===== config.mk =====
export PLATFORM = sky130hd
export DESIGN_NAME = usb_fe_ctrl
export DESIGN_NICKNAME = d
export VERILOG_FILES = /design/src/rtl/usb_fe_ctrl.sv
export SDC_FILE = /design/constraint.sdc
export NUM_CORES = 1
export LEC_CHECK = 0
export ABC_AREA = 1
export CAP_MARGIN = 20
export CORE_UTILIZATION = 55
export CTS_BUF_LIST = sky130_fd_sc_hd__clkbuf_8 sky130_fd_sc_hd__clkbuf_16
export CTS_CLUSTER_DIAMETER = 30
export DETAILED_ROUTE_END_ITERATION = 6
export GPL_TIMING_DRIVEN = 0
export PLACE_DENSITY = 0.84
export SETUP_SLACK_MARGIN = 0.5
export SYNTH_ARGS = -nofsm -noshare
export SYNTH_HDL_FRONTEND = slang
export SYNTH_SLANG_ARGS = --single-unit

===== constraint.sdc =====
create_clock -name clk -period 3.6 [get_ports clk]
set_input_delay 0.72 -clock clk [delete_from_list [all_inputs] [get_ports clk]]
set_output_delay 0.72 -clock clk [all_outputs]
set_load 0.01 [all_outputs]

===== src/rtl/usb_fe_ctrl.sv =====
// USB full-speed frontend controller: rx synchroniser and glitch filter, line-state decode, attach sequencing,
// bus reset / suspend / resume detection and registered tx drive. Define USB_FE_SE1_DET_EN to build SE1 error detection.
module usb_fe_ctrl #(
    parameter int SYNC_STAGES    = 2,
    parameter int FILTER_LEN     = 3,
    parameter int RESET_CYCLES   = 120,
    parameter int SUSPEND_CYCLES = 144000,
    parameter int ATTACH_CYCLES  = 480
) (
    input  logic       clk,
    input  logic       rst,
    input  logic       fe_dp_rx,
    input  logic       fe_dn_rx,
    output logic       fe_dp_tx,
    output logic       fe_dn_tx,
    output logic       fe_tx_oen,
    output logic       fe_pu,
    input  logic       connect,
    input  logic       tx_valid,
    input  logic       tx_dp,
    input  logic       tx_dn,
    output logic [1:0] line_state,
    output logic       attached,
    output logic       bus_reset,
    output logic       suspend,
    output logic       resume,
    output logic       se1_err
);

    localparam int MAX_RS    = (RESET_CYCLES > SUSPEND_CYCLES) ? RESET_CYCLES : SUSPEND_CYCLES;
    localparam int MAX_CYC   = (MAX_RS > ATTACH_CYCLES) ? MAX_RS : ATTACH_CYCLES;
    localparam int CNT_W     = $clog2(MAX_CYC + 1);

    localparam logic [CNT_W-1:0] RESET_MAX   = CNT_W'(RESET_CYCLES);
    localparam logic [CNT_W-1:0] SUSPEND_MAX = CNT_W'(SUSPEND_CYCLES);
    localparam logic [CNT_W-1:0] ATTACH_LAST = CNT_W'(ATTACH_CYCLES - 1);

    localparam logic [1:0] ST_DETACHED    = 2'd0;
    localparam logic [1:0] ST_ATTACH_WAIT = 2'd1;
    localparam logic [1:0] ST_ATTACHED    = 2'd2;

    localparam logic [1:0] LS_SE0 = 2'b00;
    localparam logic [1:0] LS_J   = 2'b01;
    localparam logic [1:0] LS_K   = 2'b10;

    // Line codes are {dn, dp}, so J (dp=1) is 01 and K (dn=1) is 10.
    logic [SYNC_STAGES-1:0][1:0] sync_q, sync_d;
    logic [FILTER_LEN-1:0][1:0]  filt_q, filt_d;
    logic [1:0]                  line_state_q, line_state_d;
    logic                        filt_stable;

    logic [1:0]       state_q, state_d;
    logic [CNT_W-1:0] att_cnt_q, att_cnt_d;
    logic [CNT_W-1:0] se0_cnt_q, se0_cnt_d;
    logic [CNT_W-1:0] j_cnt_q, j_cnt_d;
    logic             bus_reset_q, bus_reset_d;
    logic             suspend_q, suspend_d;
    logic             resume_q, resume_d;
    logic             fe_tx_oen_q, fe_tx_oen_d;
    logic             fe_dp_tx_q, fe_dn_tx_q;
    logic             is_attached;

    assign is_attached = (state_q == ST_ATTACHED);

    // NOTE: every always_comb output gets a default first so no path leaves it unassigned (no latches).
    always_comb begin
        sync_d = {sync_q[SYNC_STAGES-2:0], fe_dn_rx, fe_dp_rx};

        filt_stable = 1'b1;
        for (int i = 1; i < FILTER_LEN; i++) begin
            if (filt_q[i] != filt_q[0]) filt_stable = 1'b0;
        end

        // Own transmissions are not received: filter and line state freeze while driving.
        filt_d       = filt_q;
        line_state_d = line_state_q;
        if (!fe_tx_oen_q) begin
            filt_d[0] = sync_q[SYNC_STAGES-1];
            for (int i = 1; i < FILTER_LEN; i++) filt_d[i] = filt_q[i-1];
            if (filt_stable && (filt_q[0] != line_state_q)) line_state_d = filt_q[0];
        end
    end

    always_comb begin
        state_d     = state_q;
        att_cnt_d   = att_cnt_q;
        se0_cnt_d   = '0;
        j_cnt_d     = '0;
        bus_reset_d = 1'b0;
        suspend_d   = 1'b0;
        resume_d    = 1'b0;
        fe_tx_oen_d = tx_valid & is_attached;

        if (!connect) begin
            state_d   = ST_DETACHED;
            att_cnt_d = '0;
        end else begin
            case (state_q)
                ST_DETACHED: begin
                    state_d   = ST_ATTACH_WAIT;
                    att_cnt_d = '0;
                end
                ST_ATTACH_WAIT: begin
                    if (att_cnt_q == ATTACH_LAST) state_d = ST_ATTACHED;
                    else att_cnt_d = att_cnt_q + 1'b1;
                end
                ST_ATTACHED: begin
                    if (fe_tx_oen_q) begin
                        bus_reset_d = bus_reset_q;
                        suspend_d   = suspend_q;
                    end else begin
                        if (line_state_q == LS_SE0)
                            se0_cnt_d = (se0_cnt_q == RESET_MAX) ? se0_cnt_q : se0_cnt_q + 1'b1;
                        if (line_state_q == LS_J)
                            j_cnt_d = (j_cnt_q == SUSPEND_MAX) ? j_cnt_q : j_cnt_q + 1'b1;
                        bus_reset_d = (line_state_q == LS_SE0) && (bus_reset_q || (se0_cnt_d == RESET_MAX));
                        suspend_d   = (line_state_q == LS_J) && (suspend_q || (j_cnt_d == SUSPEND_MAX));
                        resume_d    = suspend_q && (line_state_q == LS_K);
                        // A bus reset ends suspend silently.
                        if (bus_reset_d && !bus_reset_q) begin
                            suspend_d = 1'b0;
                            resume_d  = 1'b0;
                        end
                    end
                end
                default: state_d = ST_DETACHED;
            endcase
        end
    end

    // NOTE: sequential state uses non-blocking assignments only, so all flops update together at the edge.
    always_ff @(posedge clk or posedge rst) begin
        if (rst) begin
            sync_q       <= '0;
            filt_q       <= '0;
            line_state_q <= LS_SE0;
            state_q      <= ST_DETACHED;
            att_cnt_q    <= '0;
            se0_cnt_q    <= '0;
            j_cnt_q      <= '0;
            bus_reset_q  <= 1'b0;
            suspend_q    <= 1'b0;
            resume_q     <= 1'b0;
            fe_tx_oen_q  <= 1'b0;
            fe_dp_tx_q   <= 1'b0;
            fe_dn_tx_q   <= 1'b0;
        end else begin
            sync_q       <= sync_d;
            filt_q       <= filt_d;
            line_state_q <= line_state_d;
            state_q      <= state_d;
            att_cnt_q    <= att_cnt_d;
            se0_cnt_q    <= se0_cnt_d;
            j_cnt_q      <= j_cnt_d;
            bus_reset_q  <= bus_reset_d;
            suspend_q    <= suspend_d;
            resume_q     <= resume_d;
            fe_tx_oen_q  <= fe_tx_oen_d;
            fe_dp_tx_q   <= tx_dp;
            fe_dn_tx_q   <= tx_dn;
        end
    end

`ifdef USB_FE_SE1_DET_EN
    localparam logic [1:0] LS_SE1 = 2'b11;
    logic se1_err_q, se1_err_d;

    // Pulse on the clock line_state enters SE1, so it coincides with the new state.
    always_comb se1_err_d = is_attached && (line_state_d == LS_SE1) && (line_state_q != LS_SE1);

    always_ff @(posedge clk or posedge rst) begin
        if (rst) se1_err_q <= 1'b0;
        else     se1_err_q <= se1_err_d;
    end

    assign se1_err = se1_err_q;
`else
    assign se1_err = 1'b0;
`endif

    assign fe_dp_tx   = fe_dp_tx_q;
    assign fe_dn_tx   = fe_dn_tx_q;
    assign fe_tx_oen  = fe_tx_oen_q;
    assign fe_pu      = is_attached;
    assign attached   = is_attached;
    assign line_state = line_state_q;
    assign bus_reset  = bus_reset_q;
    assign suspend    = suspend_q;
    assign resume     = resume_q;

endmodule


* Word level (Yosys, flattened, before mapping)
Cells that the tools add are included.
W data, S select, Z words.
** Word-level totals
- Bits in registers :: 74
- Bits of input ports :: 8
- Output and inout port bits :: 11
** Operators by class
- $add $sub $neg :: 3
- Equal/unequal tests :: 17
- Mux-type cells :: 35
- Bitwise operators :: 2
- Reductions and logical operators :: 13
** Operator list (number)
- $mux W18 :: 18
- $add A18 B1 Y18 const B :: 3
- $eq A18 B18 Y1 const B :: 2
- $eq A18 B7 Y1 const B :: 2
- $pmux W18 S2 :: 1
- $eq A18 B9 Y1 const B :: 1
- $mux W1 :: 13
- $ne A3 B3 Y1 const B :: 3
- $ne A2 B2 Y1 :: 3
- $pmux W2 S3 :: 1
- $reduce_and A2 Y1 :: 3
- $logic_and A1 B1 Y1 :: 5
- $eq A2 B1 Y1 const B :: 2
- $eq A2 B2 Y1 const B :: 2
- $logic_not A2 Y1 :: 2
- $mux W2 :: 2
- $ne A3 B1 Y1 const B :: 1
- $logic_or A1 B1 Y1 :: 2
- $ne A2 B2 Y1 const B :: 1
- $and A1 B1 Y1 :: 1
- $logic_not A1 Y1 :: 1
- $not A1 Y1 :: 1

* Logic depth before layout (Yosys ltp)
- Depth after elaboration :: 14
- Mapped depth :: 16
- Mapped depth without buffers :: 16

* Least setup slack after synthesis
OpenSTA, ideal clock, no wires.
- Path type :: flip-flop to flip-flop
- From :: register att_cnt_q[0]
- To :: register att_cnt_q[2]
- Setup time :: 0.119 ns
- Arrival time :: 1.592 ns
- Data required time :: 3.481 ns
- Path slack :: 1.889 ns
- Cell stages (with the launch flop) :: 13
- Path buffers :: 2
- Clock period less this slack :: 1.711 ns
- Cell sequence :: dfrtp_1 -> ha_1 -> inv_1 -> nor2_4 -> nand2_2 -> clkinv_1 -> nand4_1 -> nand2_2 -> nand2_2 -> buf_6 -> buf_6 -> a21oi_1 -> nor2_1
** Between the ends
- Cells in the longest elaborated chain, start to end :: 4
** Ends and longest elaborated chain
- start, declared :: line 53 : logic [CNT_W-1:0] att_cnt_q, att_cnt_d;
- start signal, assigned :: line 152 : att_cnt_q <= att_cnt_d;
- $add A18 B1 Y18 :: line 105 : else att_cnt_d = att_cnt_q + 1'b1;
- $mux W18 :: line 104 : if (att_cnt_q == ATTACH_LAST) state_d = ST_ATTACHED;
- $pmux W18 S2 :: line 98 : case (state_q)
- $mux W18 :: line 94 : if (!connect) begin
Parallel ways exist; a longest one is shown, timed or not. The select of a mux whose other input is x is not followed.
A chain may end at the register's enable or synchronous reset.

* Worst setup path after layout
- From :: register state_q[1]
- To :: output fe_pu
** Between the ends
- Cells in the longest elaborated chain, start to end :: 1
** Ends and longest elaborated chain
- start, declared :: line 52 : logic [1:0] state_q, state_d;
- start signal, assigned :: line 151 : state_q <= state_d;
- $eq A2 B2 Y1 :: line 63 : assign is_attached = (state_q == ST_ATTACHED);
- end, declared :: line 17 : output logic fe_pu,
Every way passes these cells.

==> reports/qor.txt <==
JOB
---------------------------------------------------------------------------
Number of max-cap violations                                              0

WORST SETUP PATH
---------------------------------------------------------------------------
Arrival time worst endpoint                                         1.64 ns
Kind of launch point of the worst setup path                      flip-flop
Data required time of the critical path                             2.88 ns
Critical path origin                                             state_q[1]
Max FO, Critical Path                                                     3
CP max stage delay                                                  0.52 ns
Crit path capture                                                     fe_pu
Endpoint of the worst-slack reg-to-reg timing path             att_cnt_q[7]
Capturing element type of the critical path                    primary output
Critical Setup Path Class                                           reg2out
Launching point of the worst reg2reg path                      att_cnt_q[0]
Slack of the worst reg-to-reg path                                  1.56 ns
Cell type of the slowest stage on the worst timing path        sky130_fd_sc_hd__clkdlybuf4s50_1
Worst path cell trace                                          inv_1, nor2_1, buf_4, clkdlybuf4s50_1
Worst-case reg-to-reg path depth                                         11

SYNTH
---------------------------------------------------------------------------
Count of mapped cells out of synthesis                                  598
Number of warnings printed during yosys synthesis                         0
Syn Nets                                                                611
Seq/Total Area, Yosys                                                42.17%
Per-instance average area after synthesis                        7.344 um^2
Flops & latches, synth                                                   74
Count of cell types in the netlist                                       40
Combined area of all synthesized cells                         0.004392 mm^2

ROUTE
---------------------------------------------------------------------------
Routed wirelength normalized by instance count                     13.96 um
Total via count in the routed design                                  4,061
Post-detailed-route DRC marker count                                      0
DRT Pass-1 Iters                                                          5
Starting DRT DRC Count                                                  301
Total routed wirelength                                           10,230 um
Number of routed nets with antenna violations                             0
Vias per cell                                                         5.540

GLOBAL ROUTE
---------------------------------------------------------------------------
Total routing usage reported by global routing                       26.52%
Initial antenna violation count                                           0
Maximum number of pins on one net before global-route repair             75
Wire length of the first global-routing pass                      17,410 um
Leftover overflow at the end of global routing                            0
Number of global-route vias before repair                             3,910

FLOORPLANNING
---------------------------------------------------------------------------
Core Box Area                                                  0.007727 mm^2
Initial Util                                                         56.83%
Site Rows                                                                32
Ports placed on the boundary                                             19
Die X-Extent                                                       91.36 um
Chip height                                                        91.36 um
Overall die area                                               0.008347 mm^2

LAYOUT
---------------------------------------------------------------------------
Post-layout net count                                                   639
Layout-stage area growth over the synthesis result                   11.28%
Ratio of cells with drive above 1 in the final layout                9.509%
Final std cell area, no fill                                   0.004887 mm^2
Post-route core utilization                                          63.24%
Cell Count, Final, Fillers Out                                          733
Antenna Cells                                                             0
Filler instances                                                        667

PLACE
---------------------------------------------------------------------------
Post-placement cell area                                       0.004692 mm^2
DP Cell Count                                                           717
GPL Wtd Cong                                                         0.9139
PortBufs                                                                 17
Setup WS pre-CTS                                                   1.024 ns
Detail Placement HPWL                                               7346 um

PWR
---------------------------------------------------------------------------
Leak pwr                                                           2.133 nW
Highest ir drop seen on vdd                                       0.3659 mV
Power Dens Cells                                               361.1 mW/mm^2
Tot Pwr                                                            1.765 mW

MIN PATH
---------------------------------------------------------------------------
Hold Path Class                                                     reg2reg

CLOCKING
---------------------------------------------------------------------------
Clock transition at path regs                                       0.08 ns
H-tree depth                                                              3
Post-CTS Setup Repair Bufs                                                0
CTS buffer count                                                          9
Number of hold buffers added after CTS                                    0
Bufs on Longest Clock Path                                                2
Skew-Pair Late Insertion Delay                                      0.36 ns
Clk Tree Root Cell                                             sky130_fd_sc_hd__clkbuf_8
TritonCTS clock tree                                                  built
Clock Sink Count                                                         74
Number of gates resized after CTS                                         0

TIMING
---------------------------------------------------------------------------
Count of endpoints failing hold in the final timing report                0
Worst Tran Pin Value                                              0.8913 ns
Setup repair after global routing missed its margin                      no
Worst hold margin                                                 0.3549 ns
Final period utilization                                             65.66%
Setup Viol. Count Final                                                   0
Final worst slack                                                  1.236 ns
Total negative slack                                                   0 ns
Highest attainable clock frequency                               0.4231 GHz
Setup Skew                                                      0.006106 ns
Slew Limit Fails                                                          0
Worst rel slew slack                                                 40.58%
Clock period minus worst slack                                     2.364 ns

RUN STATUS
---------------------------------------------------------------------------
Run status                                                        completed

where the power goes:
| part | switching, mW | internal [mW] |
|---|---|---|
| logic | 0.153 | 0.0820 |
| registers | 0.0270 | 0.849 |
| clock network | 0.336 | 0.318 |
sequential cells by signal, summed over array words and instances, names as in the netlist, 2 cells and up:
signal,cells
state_q,2
se0_cnt_q,18
filt_q,6
line_state,2
sync_q,2
sync_d,2
j_cnt_q,18
att_cnt_q,18
synthesized netlist by cell type:
cell / count / area [um^2]
sky130_fd_sc_hd__inv_1: 75 / 281.5
sky130_fd_sc_hd__o311ai_0: 1 / 8.760
sky130_fd_sc_hd__clkinv_2: 1 / 5.000
sky130_fd_sc_hd__buf_2: 1 / 5.000
sky130_fd_sc_hd__nor3_2: 1 / 10.01
sky130_fd_sc_hd__dfrtp_1: 74 / 1852
sky130_fd_sc_hd__o41ai_1: 1 / 8.760
sky130_fd_sc_hd__nor3_1: 19 / 95.09
sky130_fd_sc_hd__nor2_4: 8 / 90.09
sky130_fd_sc_hd__clkinv_1: 3 / 11.26
sky130_fd_sc_hd__o21ai_2: 2 / 17.52
sky130_fd_sc_hd__buf_4: 3 / 22.52
sky130_fd_sc_hd__ha_1: 5 / 62.56
sky130_fd_sc_hd__o21bai_1: 2 / 15.01
sky130_fd_sc_hd__nand3_2: 2 / 20.02
sky130_fd_sc_hd__o21ai_0: 16 / 80.08
sky130_fd_sc_hd__nand2_1: 112 / 420.4
sky130_fd_sc_hd__nor2_2: 4 / 25.02
sky130_fd_sc_hd__a21oi_1: 19 / 95.09
sky130_fd_sc_hd__nand2_4: 1 / 11.26
sky130_fd_sc_hd__nor4_2: 1 / 12.51
sky130_fd_sc_hd__nor2_1: 108 / 405.4
sky130_fd_sc_hd__xor2_1: 13 / 113.9
sky130_fd_sc_hd__o31ai_1: 2 / 15.01
sky130_fd_sc_hd__nand2_2: 14 / 87.58
sky130_fd_sc_hd__clkbuf_8: 1 / 13.76
sky130_fd_sc_hd__xnor2_1: 4 / 35.03
sky130_fd_sc_hd__buf_6: 2 / 22.52
sky130_fd_sc_hd__o21ai_1: 7 / 35.03
sky130_fd_sc_hd__and3_1: 2 / 12.51
sky130_fd_sc_hd__nand4_1: 12 / 75.07
sky130_fd_sc_hd__nand3_1: 66 / 330.3
sky130_fd_sc_hd__clkbuf_1: 1 / 3.750
sky130_fd_sc_hd__a31oi_1: 2 / 12.51
sky130_fd_sc_hd__buf_1: 2 / 7.510
sky130_fd_sc_hd__inv_2: 3 / 11.26
sky130_fd_sc_hd__nor4_1: 2 / 12.51
sky130_fd_sc_hd__a32o_1: 1 / 10.01
sky130_fd_sc_hd__o32ai_1: 4 / 35.03
sky130_fd_sc_hd__conb_1: 1 / 3.750
kinds of logic (layout without fill, tap and decap cells):
family	Yosys count	after routing	share of synthesized area, %
xor gates and xnor gates	17	17	3.390
AOI/OAI and AO/OA	57	57	7.578
adders and majority gates	5	5	1.425
DFF	74	74	42.17
buffers and inverters	92	125	8.746
and+or+nand+nor	352	352	36.61
other	1	1	0.08539
how the worst min path moves through the flow:
stage,start,to,slack [ns],depth (start not counted)
after floorplan,sync_d[2],sync_q[2],0.33,0
after global placement,sync_d[2],sync_q[2],0.33,0
after detailed placement,sync_d[3],sync_q[3],0.34,0
after CTS,sync_d[3],sync_q[3],0.36,0
after global routing,sync_d[3],sync_q[3],0.36,0
final,sync_d[3],sync_q[3],0.35,0
layout make-up:
type,count,area [um^2],share of cell area (%)
multi-input cells,432,2156,44.11
flip-flops and latches,74,1852,37.89
inverters,82,311.5,6.375
repair buffers,17,170.2,3.482
well taps,102,127.6,2.611
clock buffers,9,123.9,2.535
plain buffers,10,75.07,1.536
clock inverters,7,71.32,1.459
metal layers:
| metal | vias to the layer above | GRT usage [%] | share of wire [%] |
|---|---|---|---|
| met2 | 110 | 43.50 | 48 |
| met4 | 0 | 14.42 | 2.8 |
| met1 | 1952 | 33.64 | 45 |
| met5 | - | 0 | 0 |
| met3 | 28 | 4.188 | 4.3 |
| li1 | 1971 | - | - |
placed cells by master, fill, tap and decap left out, types with 10 or more instances in the layout:
cell	count
sky130_fd_sc_hd__nand2_1	112
sky130_fd_sc_hd__nor2_1	108
sky130_fd_sc_hd__inv_1	75
sky130_fd_sc_hd__dfrtp_1	74
sky130_fd_sc_hd__nand3_1	66
sky130_fd_sc_hd__nor3_1	19
sky130_fd_sc_hd__a21oi_1	19
sky130_fd_sc_hd__clkdlybuf4s50_1	17
sky130_fd_sc_hd__o21ai_0	16
sky130_fd_sc_hd__nand2_2	14
sky130_fd_sc_hd__xor2_1	13
sky130_fd_sc_hd__nand4_1	12
sky130_fd_sc_hd__clkbuf_8	10
critical path, delay by kind of cell, from the launching register on:
family,cells,cell delay (ns)
buf+inv,3,0.73
flops,1,0.36
simple gates,1,0.19
Power figures use the tool's default switching activity.
